$ cat config.mk
export PLATFORM = sky130hd
export DESIGN_NAME = seg_display_arbiter
export DESIGN_NICKNAME = d
export VERILOG_FILES = /design/src/rtl/seg_disp_pkg.sv /design/src/rtl/rr_picker.sv /design/src/rtl/seg_display_arbiter.sv
export SDC_FILE = /design/constraint.sdc
export NUM_CORES = 1
export LEC_CHECK = 0
export ABC_AREA = 1
export CELL_PAD_IN_SITES_DETAIL_PLACEMENT = 1
export CELL_PAD_IN_SITES_GLOBAL_PLACEMENT = 1
export CORE_ASPECT_RATIO = 1.4
export CORE_MARGIN = 4
export CORE_UTILIZATION = 43
export CTS_CLUSTER_SIZE = 40
export DETAILED_ROUTE_END_ITERATION = 6
export DONT_BUFFER_PORTS = 1
export GPL_ROUTABILITY_DRIVEN = 0
export HOLD_SLACK_MARGIN = 0.03
export PLACE_DENSITY = 0.89
export RECOVER_POWER = 50
export SLEW_MARGIN = 20
export SYNTH_ARGS = -nofsm -noshare
export SYNTH_HDL_FRONTEND = slang
export SYNTH_SLANG_ARGS = --single-unit
$ cat constraint.sdc
create_clock -name clock -period 2.45 [get_ports clock]
set_input_delay 0.735 -clock clock [delete_from_list [all_inputs] [get_ports clock]]
set_output_delay 0.735 -clock clock [all_outputs]
set_load 0.02 [all_outputs]
$ cat src/rtl/seg_disp_pkg.sv
// ============================================================================
// Module : seg_disp_pkg
// Brief  : Shared types for the seven-segment display arbiter.
// Rev    : 1.0  initial release
// ============================================================================
`default_nettype none

package seg_disp_pkg;

    localparam int DISP_W = 16;

    typedef enum logic [1:0] {
        ST_IDLE  = 2'd0,
        ST_GRANT = 2'd1,
        ST_HOLD  = 2'd2,
        ST_BLANK = 2'd3
    } state_t;

endpackage

`default_nettype wire

$ cat src/rtl/rr_picker.sv
// ============================================================================
// Module : rr_picker
// Brief  : Round-robin pick of the first set request after last_id, wrapping
//          so that last_id itself is the last candidate.
// Rev    : 1.0  initial release
// ============================================================================
`default_nettype none

module rr_picker #(
    parameter  int NUM_REQ = 4,
    localparam int ID_W    = $clog2(NUM_REQ)
) (
    input  logic [NUM_REQ-1:0] req,
    input  logic [ID_W-1:0]    last_id,
    output logic               valid,
    output logic [ID_W-1:0]    next_id
);

    // Scan from the farthest offset down so the nearest requester is written last and wins.
    always_comb begin
        valid   = 1'b0;
        next_id = last_id;
        for (int k = NUM_REQ; k >= 1; k--) begin
            if (req[ID_W'((int'(last_id) + k) % NUM_REQ)]) begin
                valid   = 1'b1;
                next_id = ID_W'((int'(last_id) + k) % NUM_REQ);
            end
        end
    end

endmodule

`default_nettype wire

$ cat src/rtl/seg_display_arbiter.sv
// ============================================================================
// Module : seg_display_arbiter
// Brief  : Round-robin owner of the 8-digit display path with minimum dwell
//          and a blank gap between owners.
// Rev    : 1.0  initial release
// ============================================================================
`default_nettype none

module seg_display_arbiter
    import seg_disp_pkg::*;
#(
    parameter  int NUM_REQ      = 4,
    parameter  int DWELL_CYCLES = 8,
    parameter  int BLANK_CYCLES = 2,
    localparam int ID_W         = $clog2(NUM_REQ)
) (
    input  logic                      clock,
    input  logic                      reset,
    input  logic [NUM_REQ-1:0]        req,
    input  logic [NUM_REQ*DISP_W-1:0] value_in,
    output logic [NUM_REQ-1:0]        grant,
    output logic [ID_W-1:0]           owner_id,
    output logic [DISP_W-1:0]         sixteen_bit_number,
    output logic                      blank
);

    localparam int DW_W = $clog2(DWELL_CYCLES + 1);
    localparam int BL_W = $clog2(BLANK_CYCLES + 1);

    state_t              state, state_nxt;
    logic [DW_W-1:0]     dwell_cnt, dwell_nxt;
    logic [BL_W-1:0]     blank_cnt, blank_cnt_nxt;
    logic [NUM_REQ-1:0]  grant_nxt;
    logic [ID_W-1:0]     owner_nxt;
    logic [DISP_W-1:0]   number_nxt;
    logic                blank_nxt;

    logic                pick_valid;
    logic [ID_W-1:0]     pick_id;
    logic [DISP_W-1:0]   owner_value;
    logic                owner_req;
    logic                others_req;

    rr_picker #(.NUM_REQ(NUM_REQ)) u_picker (
        .req     (req),
        .last_id (owner_id),
        .valid   (pick_valid),
        .next_id (pick_id)
    );

    always_comb begin
        owner_value = '0;
        for (int i = 0; i < NUM_REQ; i++) begin
            if (owner_id == ID_W'(i)) begin
                owner_value = value_in[i*DISP_W +: DISP_W];
            end
        end
    end

    assign owner_req  = req[owner_id];
    assign others_req = |(req & ~(NUM_REQ'(1) << owner_id));

    always_comb begin
        state_nxt     = state;
        dwell_nxt     = dwell_cnt;
        blank_cnt_nxt = blank_cnt;
        grant_nxt     = grant;
        owner_nxt     = owner_id;
        number_nxt    = sixteen_bit_number;
        blank_nxt     = blank;

        case (state)
            ST_IDLE: begin
                if (pick_valid) begin
                    state_nxt = ST_GRANT;
                    owner_nxt = pick_id;
                    grant_nxt = NUM_REQ'(1) << pick_id;
                    dwell_nxt = '0;
                    blank_nxt = 1'b0;
                end
            end
            ST_GRANT: begin
                number_nxt = owner_value;
                dwell_nxt  = dwell_cnt + 1'b1;
                // A dwell that ends with a rival waiting skips HOLD, whose exit would already be true.
                if (!owner_req || (dwell_cnt == DW_W'(DWELL_CYCLES - 1) && others_req)) begin
                    state_nxt     = ST_BLANK;
                    grant_nxt     = '0;
                    blank_nxt     = 1'b1;
                    blank_cnt_nxt = '0;
                end else if (dwell_cnt == DW_W'(DWELL_CYCLES - 1)) begin
                    state_nxt = ST_HOLD;
                end
            end
            ST_HOLD: begin
                number_nxt = owner_value;
                if (!owner_req || others_req) begin
                    state_nxt     = ST_BLANK;
                    grant_nxt     = '0;
                    blank_nxt     = 1'b1;
                    blank_cnt_nxt = '0;
                end
            end
            ST_BLANK: begin
                if (blank_cnt == BL_W'(BLANK_CYCLES - 1)) begin
                    if (pick_valid) begin
                        state_nxt = ST_GRANT;
                        owner_nxt = pick_id;
                        grant_nxt = NUM_REQ'(1) << pick_id;
                        dwell_nxt = '0;
                        blank_nxt = 1'b0;
                    end else begin
                        state_nxt = ST_IDLE;
                    end
                end else begin
                    blank_cnt_nxt = blank_cnt + 1'b1;
                end
            end
            default: state_nxt = ST_IDLE;
        endcase
    end

    always_ff @(posedge clock) begin
        if (reset) begin
            state              <= ST_IDLE;
            dwell_cnt          <= '0;
            blank_cnt          <= '0;
            grant              <= '0;
            owner_id           <= ID_W'(NUM_REQ - 1);
            sixteen_bit_number <= '0;
            blank              <= 1'b1;
        end else begin
            state              <= state_nxt;
            dwell_cnt          <= dwell_nxt;
            blank_cnt          <= blank_cnt_nxt;
            grant              <= grant_nxt;
            owner_id           <= owner_nxt;
            sixteen_bit_number <= number_nxt;
            blank              <= blank_nxt;
        end
    end

endmodule

`default_nettype wire

==> impl_metrics.ini, run 1 <==
[pwr]
total_power_w = 0.00331
ir_worst_vdd_uv = 728
power.density_mw_per_mm2 = 1480
p_leak_nw = 0.930

[floorplan]
fp-row-count = 29
die_area_sq_mm = 0.00596
die_h_um = 89.7
start_util_pct = 44.9
die_w_um = 66.4
io_pins = 93
coreArea_sq_mm = 0.00457

[cells_and_area]
diodes = 0
seqCellArea_sq_um = 621
drive_gt1_share_pct = 11.3
multi_input_area_sq_mm = 0.00124
fill_cells = 616
fin_cells = 346
area_growth_pct = 8.90
fin_nets = 364

[route]
wl_met1_um = 2490
dr_wl_met2_um = 3670
routed_wl_um = 6600
routed-wl-met3_um = 327
postRouteAntennaNets = 0
drc_errors = 0
vias_per_cell = 6.05
highest-signal-layer = met4
routedWlPerCell_um = 19.1
initialDrtViolationCount = 61
vias = 2093
firstDrtPassIters = 4

[clock_network]
post_cts_buffers = 0
numCtsBuffers = 5
cts_resized = 0
clockBufferDepth = 2
clkTransAtPathRegs_ns = 0.07
postCtsHoldBufs = 0
cts.sinks = 31
cts_max_level = 2
cts_tree = yes
clk_latency_ns = 0.28
cts_root_buf = clkbuf_8

[global_route]
grt_usage_pct = 22.9
antenna_found_initial = 0
grt_pass1_vias = 2358
grt_max_degree = 21
grt_pass1_wl_um = 11000
overflow = 0

[sta]
fin_skew_ns = 0.00825
setup_slack_ns = 0.466
finalSetupViolations = 0
slew_violations = 0
tightestPinTransition_ns = 0.704
finalCriticalPeriod_ns = 1.98
slew_headroom_pct = 53.0
finalSetupTns_ns = 0
hold_violations = 0
rsz0062_at_grt = false
min_period_over_period_pct = 81.0
fin_worst_hold_slack_ns = 0.467
fmax_mhz = 504

[min_path]
hold_end = blank_cnt[1]
hp-class = flip-flop to flip-flop
min-delay-start = blank_cnt[1]
min_path_cells = 2

[yosys]
ys_async_sr_fraction_pct = 0
synth_top_family_by_area = compound AO/OA/AOI/OAI gates
yosys.area.top_type = dfxtp_1
synth_top_cell_area_share_pct = 30.2
syn_area_sq_mm = 0.00205
synth_edf_count = 0
synth_commonest_cells = 45 x nand2_1, 43 x a21oi_1, 31 x dfxtp_1
yosysSeqAreaShare_pct = 30.2
syn_inst = 283
synth-compound-area-share_pct = 32.3
synth_nets = 364
synth_xor_area_share_pct = 0.427
ys_top_cells_by_area = dfxtp_1 30%, a21oi_1 10%, nand2_1 8.2%
ys_types = 32
synthMuxAreaShare_pct = 0
synth-simple-area-share_pct = 21.0
avgSynthCellArea_sq_um = 7.25
synth_adder_area_share_pct = 6.71
ys_seq_elements = 31
synth.most_common_cell = nand2_1
yosysWarnings = 0
synth_ff_type = dfxtp_1

[worst_setup_path]
cp.arrival_ns = 2.19
r2r_slack_ns = 0.47
critPathMaxFanout = 17
cp_data_required_time_ns = 2.66
critPathKind = flip-flop to flip-flop
r2r-start = owner_id[1]
setup.worst_path.start_class = flip-flop
r2r-end = blank_cnt[1]
cp-end-kind = flip-flop
reg2regPathDepth = 13

[placement]
port_buffers = 0
place_ws_ns = 0.336
dpl.hpwl_um = 5070
dp_cells = 338

[status]
status = finished clean

[run]
maxCapViolations = 0
## power breakdown
group          total, W  leakage (nW)  switching, W  internal (W)
logic           0.00182         0.613       0.00117      0.000645
registers      0.000953         0.256      0.000272      0.000681
clock network  0.000535        0.0612      0.000206      0.000329
total           0.00331         0.930       0.00165       0.00166
## registers in the layout (all words and copies together) (netlist names)
signal and flops:
grant 4, state 2, dwell_cnt 4, blank_cnt 2, blank 1, owner_id 2
sixteen_bit_number 16
## cell type report
type / count / share of cell area, %
well taps: 62 / 3.47
clock inverters: 2 / 1.57
multi-input cells: 206 / 55.3
flip-flops and latches: 31 / 27.8
inverters: 30 / 5.15
repair buffers: 9 / 3.02
clock buffers: 6 / 3.70
## cell families (layout without fill, tap and decap cells)
logic type / count (synthesis) / after routing
AO/OA/AOI/OAI: 105 / 105
flip-flops: 31 / 31
AND/OR/NAND/NOR: 89 / 89
adder cells (fa/ha/maj): 11 / 11
XOR/XNOR: 1 / 1
buffers and inverters: 46 / 47
## stage by stage
stage | utilization, % | area (sq um)
floorplan | - | 2050
global placement | 46.4 | 2120
detailed placement | 46.4 | 2120
CTS | 48.9 | 2240
global route | 48.9 | 2230
finish | 48.9 | 2230
## placed cells by master (no fill, tap or decap)
master,netlist,routed
a21oi_1,43,43
a21oi_2,1,1
a221o_1,16,16
buf_4,2,9
bufinv_16,0,1
clkbuf_8,0,6
clkinv_1,3,3
clkinv_2,0,1
dfxtp_1,31,31
ha_1,11,11
inv_1,24,25
inv_2,2,1
inv_4,1,1
nand2_1,45,46
nand2_2,4,3
nand3_1,16,16
nand3_2,1,1
nand3_4,1,1
nand3b_1,3,3
nand4_1,3,3
nor2_1,9,9
nor2_2,2,2
nor2_4,1,1
nor3_1,1,1
nor3_2,1,1
o211ai_1,18,18
o21ai_0,21,22
o21ai_1,4,3
o21ai_2,2,2
or2_1,1,1
or2_4,1,1
xor2_1,1,1
## layer usage
layer	global-route usage [%]	up-vias
met2	43.1	72
met5	0	-
met1	24.9	1012
met3	4.49	12
li1	-	997
met4	6.10	0
## worst max-delay path, cell delays in order (launching register included)
cell	delay, ns
dfxtp_1	0.31
inv_1	0.14
ha_1	0.23
buf_4	0.26
inv_1	0.07
nand2_1	0.06
nand2_1	0.09
o21ai_1	0.18
nand3_1	0.11
nand2_2	0.11
nor2_1	0.07
nand2_1	0.09
nand2_1	0.06
a21oi_1	0.13
## how the worst max path moves through the flow
stage          cells after the start   startpoint                      to
6_report                          13  owner_id[1]            blank_cnt[1]
2_1_floorplan                      8  owner_id[1]  sixteen_bit_number[11]
3_5_place_dp                       7  owner_id[0]   sixteen_bit_number[4]
5_1_grt                           13  owner_id[1]                grant[1]
4_1_cts                            7  owner_id[0]  sixteen_bit_number[12]
3_3_place_gp                       7  owner_id[0]   sixteen_bit_number[1]
Note: power is estimated with default switching activity, not from simulation.
==> run 2: changes to the inputs <==
CORE_UTILIZATION = 39   (was 43)
PLACE_DENSITY = 0.85   (was 0.89)
clock period = 1.8 ns   (was 2.45 ns; I/O delays follow)
==> run 2 against run 1 <==
Non-clock buffer count increased by 12. Combinational power up 61%. Clock power increased by 20%. Critical path type unchanged. Largest cell class unchanged. Largest power group unchanged.
==> impl_metrics.ini, run 2 (same netlist as run 1, synthesis figures left out) <==
[floorplan]
die_w_um = 69.3
fp-row-count = 31
io_pins = 93
coreArea_sq_mm = 0.00512
die_area_sq_mm = 0.00650
die_h_um = 93.8
start_util_pct = 40.1

[global_route]
grt_util_met1_pct = 20.3
overflow = 0
grt_busiest_layer = met2
antenna_found_initial = 0
grt_util_met3_pct = 5.57
grt_pass1_wl_um = 10800
grt_util_met2_pct = 40.0
grt_pass1_vias = 2289
grt_max_degree = 21
grt_usage_pct = 20.5

[pwr]
ir_worst_vdd_uv = 1020
p_int_w = 0.00243
clock_power_share_pct = 13.1
p_seq_share_pct = 27.2
p_switching_w = 0.00249
swShare_pct = 50.6
comb_power_share_pct = 59.7
p_leak_nw = 0.993
power.density_mw_per_mm2 = 1990

[route]
drc_errors = 0
postRouteAntennaNets = 0
vias_per_cell = 6.07
routed_wl_um = 7290
vias = 2198
initialDrtViolationCount = 97
routedWlPerCell_um = 20.1
firstDrtPassIters = 4

[clock_network]
clockBufferDepth = 2
cts_max_level = 2
numCtsBuffers = 5
clkTransAtPathRegs_ns = 0.07
clk_latency_ns = 0.29
cts_tree = yes
cts_root_buf = clkbuf_8
cts.sinks = 31

[worst_setup_path]
cp_cell_sequence = inv_4 > ha_4 > inv_2 > buf_4 > nand2_1 > nand2_2 > o21ai_2 > nand3_1 > nand2_2 > nor2_4 > inv_4 > nand2_1 > a21oi_1
critPathKind = flip-flop to flip-flop
setup.worst_path.start_class = flip-flop
critPathBufInv = 4
cp_data_required_time_ns = 2.02
critical_path.slowest_cell = dfxtp_4
setup.worst_path.start = owner_id[0]
r2r-start = owner_id[0]
slowest_delay_ns = 0.39
crit_family = simple AND/OR/NAND/NOR gates
cp.arrival_ns = 1.98
cp-end-kind = flip-flop
critPathMaxFanout = 6

[cells_and_area]
diodes = 0
seqCellArea_sq_um = 626
fill_cells = 647
reg_top3 = sixteen_bit_number x16, dwell_cnt x4, grant x4
finish.utilization_pct = 48.2
drive_gt1_share_pct = 25.7
multi_input_area_sq_mm = 0.00136
regMostFlops = sixteen_bit_number
finalInstanceArea_sq_mm = 0.00247
final_common_cell = a21oi_1
largest_reg_flops = 16
area_growth_pct = 20.4
fin_nets = 376
mostFrequentLayoutCells = 41 x a21oi_1, 37 x nand2_1, 29 x dfxtp_1

[sta]
slew_headroom_pct = 74.3
finalSetupViolations = 0
fmax_mhz = 567
fin_skew_ns = 0.00359
setup_slack_ns = 0.0359
tightestPinTransition_ns = 0.385
rsz0062_at_grt = true
min_period_over_period_pct = 98.0
slew_violations = 0
fin_worst_hold_slack_ns = 0.297
hold_violations = 0
finalCriticalPeriod_ns = 1.76

[min_path]
min-delay-start = reset
hp-class = input port to flip-flop

[placement]
postPlaceCellArea_sq_mm = 0.00218
place_ws_ns = -0.193
dpl.hpwl_um = 5140
port_buffers = 0

[status]
status = finished clean

[run]
maxCapViolations = 0
run 2: cell count changes in the layout (fill, tap and decap cells not counted), moves of 4 or more:
cell / before / now
buf_4: 9 / 17
ha_1: 11 / 7
nand2_1: 46 / 37
nor2_1: 9 / 4
nand2_2: 3 / 12
run 2: worst register-to-register path, stage by stage (launching register included):
cell,delay [ns]
dfxtp_4,0.39
inv_4,0.08
ha_4,0.14
inv_2,0.04
buf_4,0.13
nand2_1,0.07
nand2_2,0.08
o21ai_2,0.15
nand3_1,0.10
nand2_2,0.14
nor2_4,0.07
inv_4,0.08
nand2_1,0.07
a21oi_1,0.16
run 2: per-layer routing:
| layer | up-vias | share of wire, % |
|---|---|---|
| met1 | 1064 | 36 |
| met5 | - | 0 |
| met4 | 0 | 2.8 |
| met3 | 21 | 6.6 |
| met2 | 93 | 55 |
| li1 | 1020 | - |
run 2: worst paths after layout:
| kind | slack (ns) | depth (start not counted) | to |
|---|---|---|---|
| min | 0.30 | 1 | grant[1] |
| min reg2reg | 0.46 | 2 | blank_cnt[1] |
| max reg2reg | 0.04 | 13 | grant[2] |
| max | 0.04 | 13 | grant[2] |
run 2: cell type report:
class                   instances  share of cell area (%)
clock buffers                   7                    3.90
clock inverters                 1                   0.304
inverters                      30                    4.86
multi-input cells             206                    54.9
flip-flops and latches         31                    25.3
well taps                      66                    3.34
repair buffers                 21                    7.35
run 2: per-stage QoR:
stage               total power [W]  setup TNS [ns]  cells
floorplan                   0.00312               0    283
global placement            0.00373           -1.33    349
detailed placement          0.00386           -2.79    349
CTS                         0.00457       -0.000382    358
global route                0.00527          -0.426    362
finish                      0.00491               0    362
run 2: power groups by stage:
| stage | Combinational (W) | Clock (W) | Sequential [W] |
|---|---|---|---|
| 2_1_floorplan | 0.00182 | 0 | 0.00130 |
| 3_3_place_gp | 0.00242 | 0 | 0.00131 |
| 3_5_place_dp | 0.00255 | 0 | 0.00132 |
| 4_1_cts | 0.00262 | 0.000646 | 0.00131 |
| 5_1_grt | 0.00324 | 0.000671 | 0.00136 |
| 6_report | 0.00293 | 0.000644 | 0.00134 |
run 2: timing repair:
| action | CTS | global route |
|---|---|---|
| pin swaps | 0 | 8 |
| buffers inserted | 1 | 4 |
| gates resized for setup | 6 | 39 |
| hold buffers | 0 | 0 |
| setup endpoints to repair | 26 | 28 |
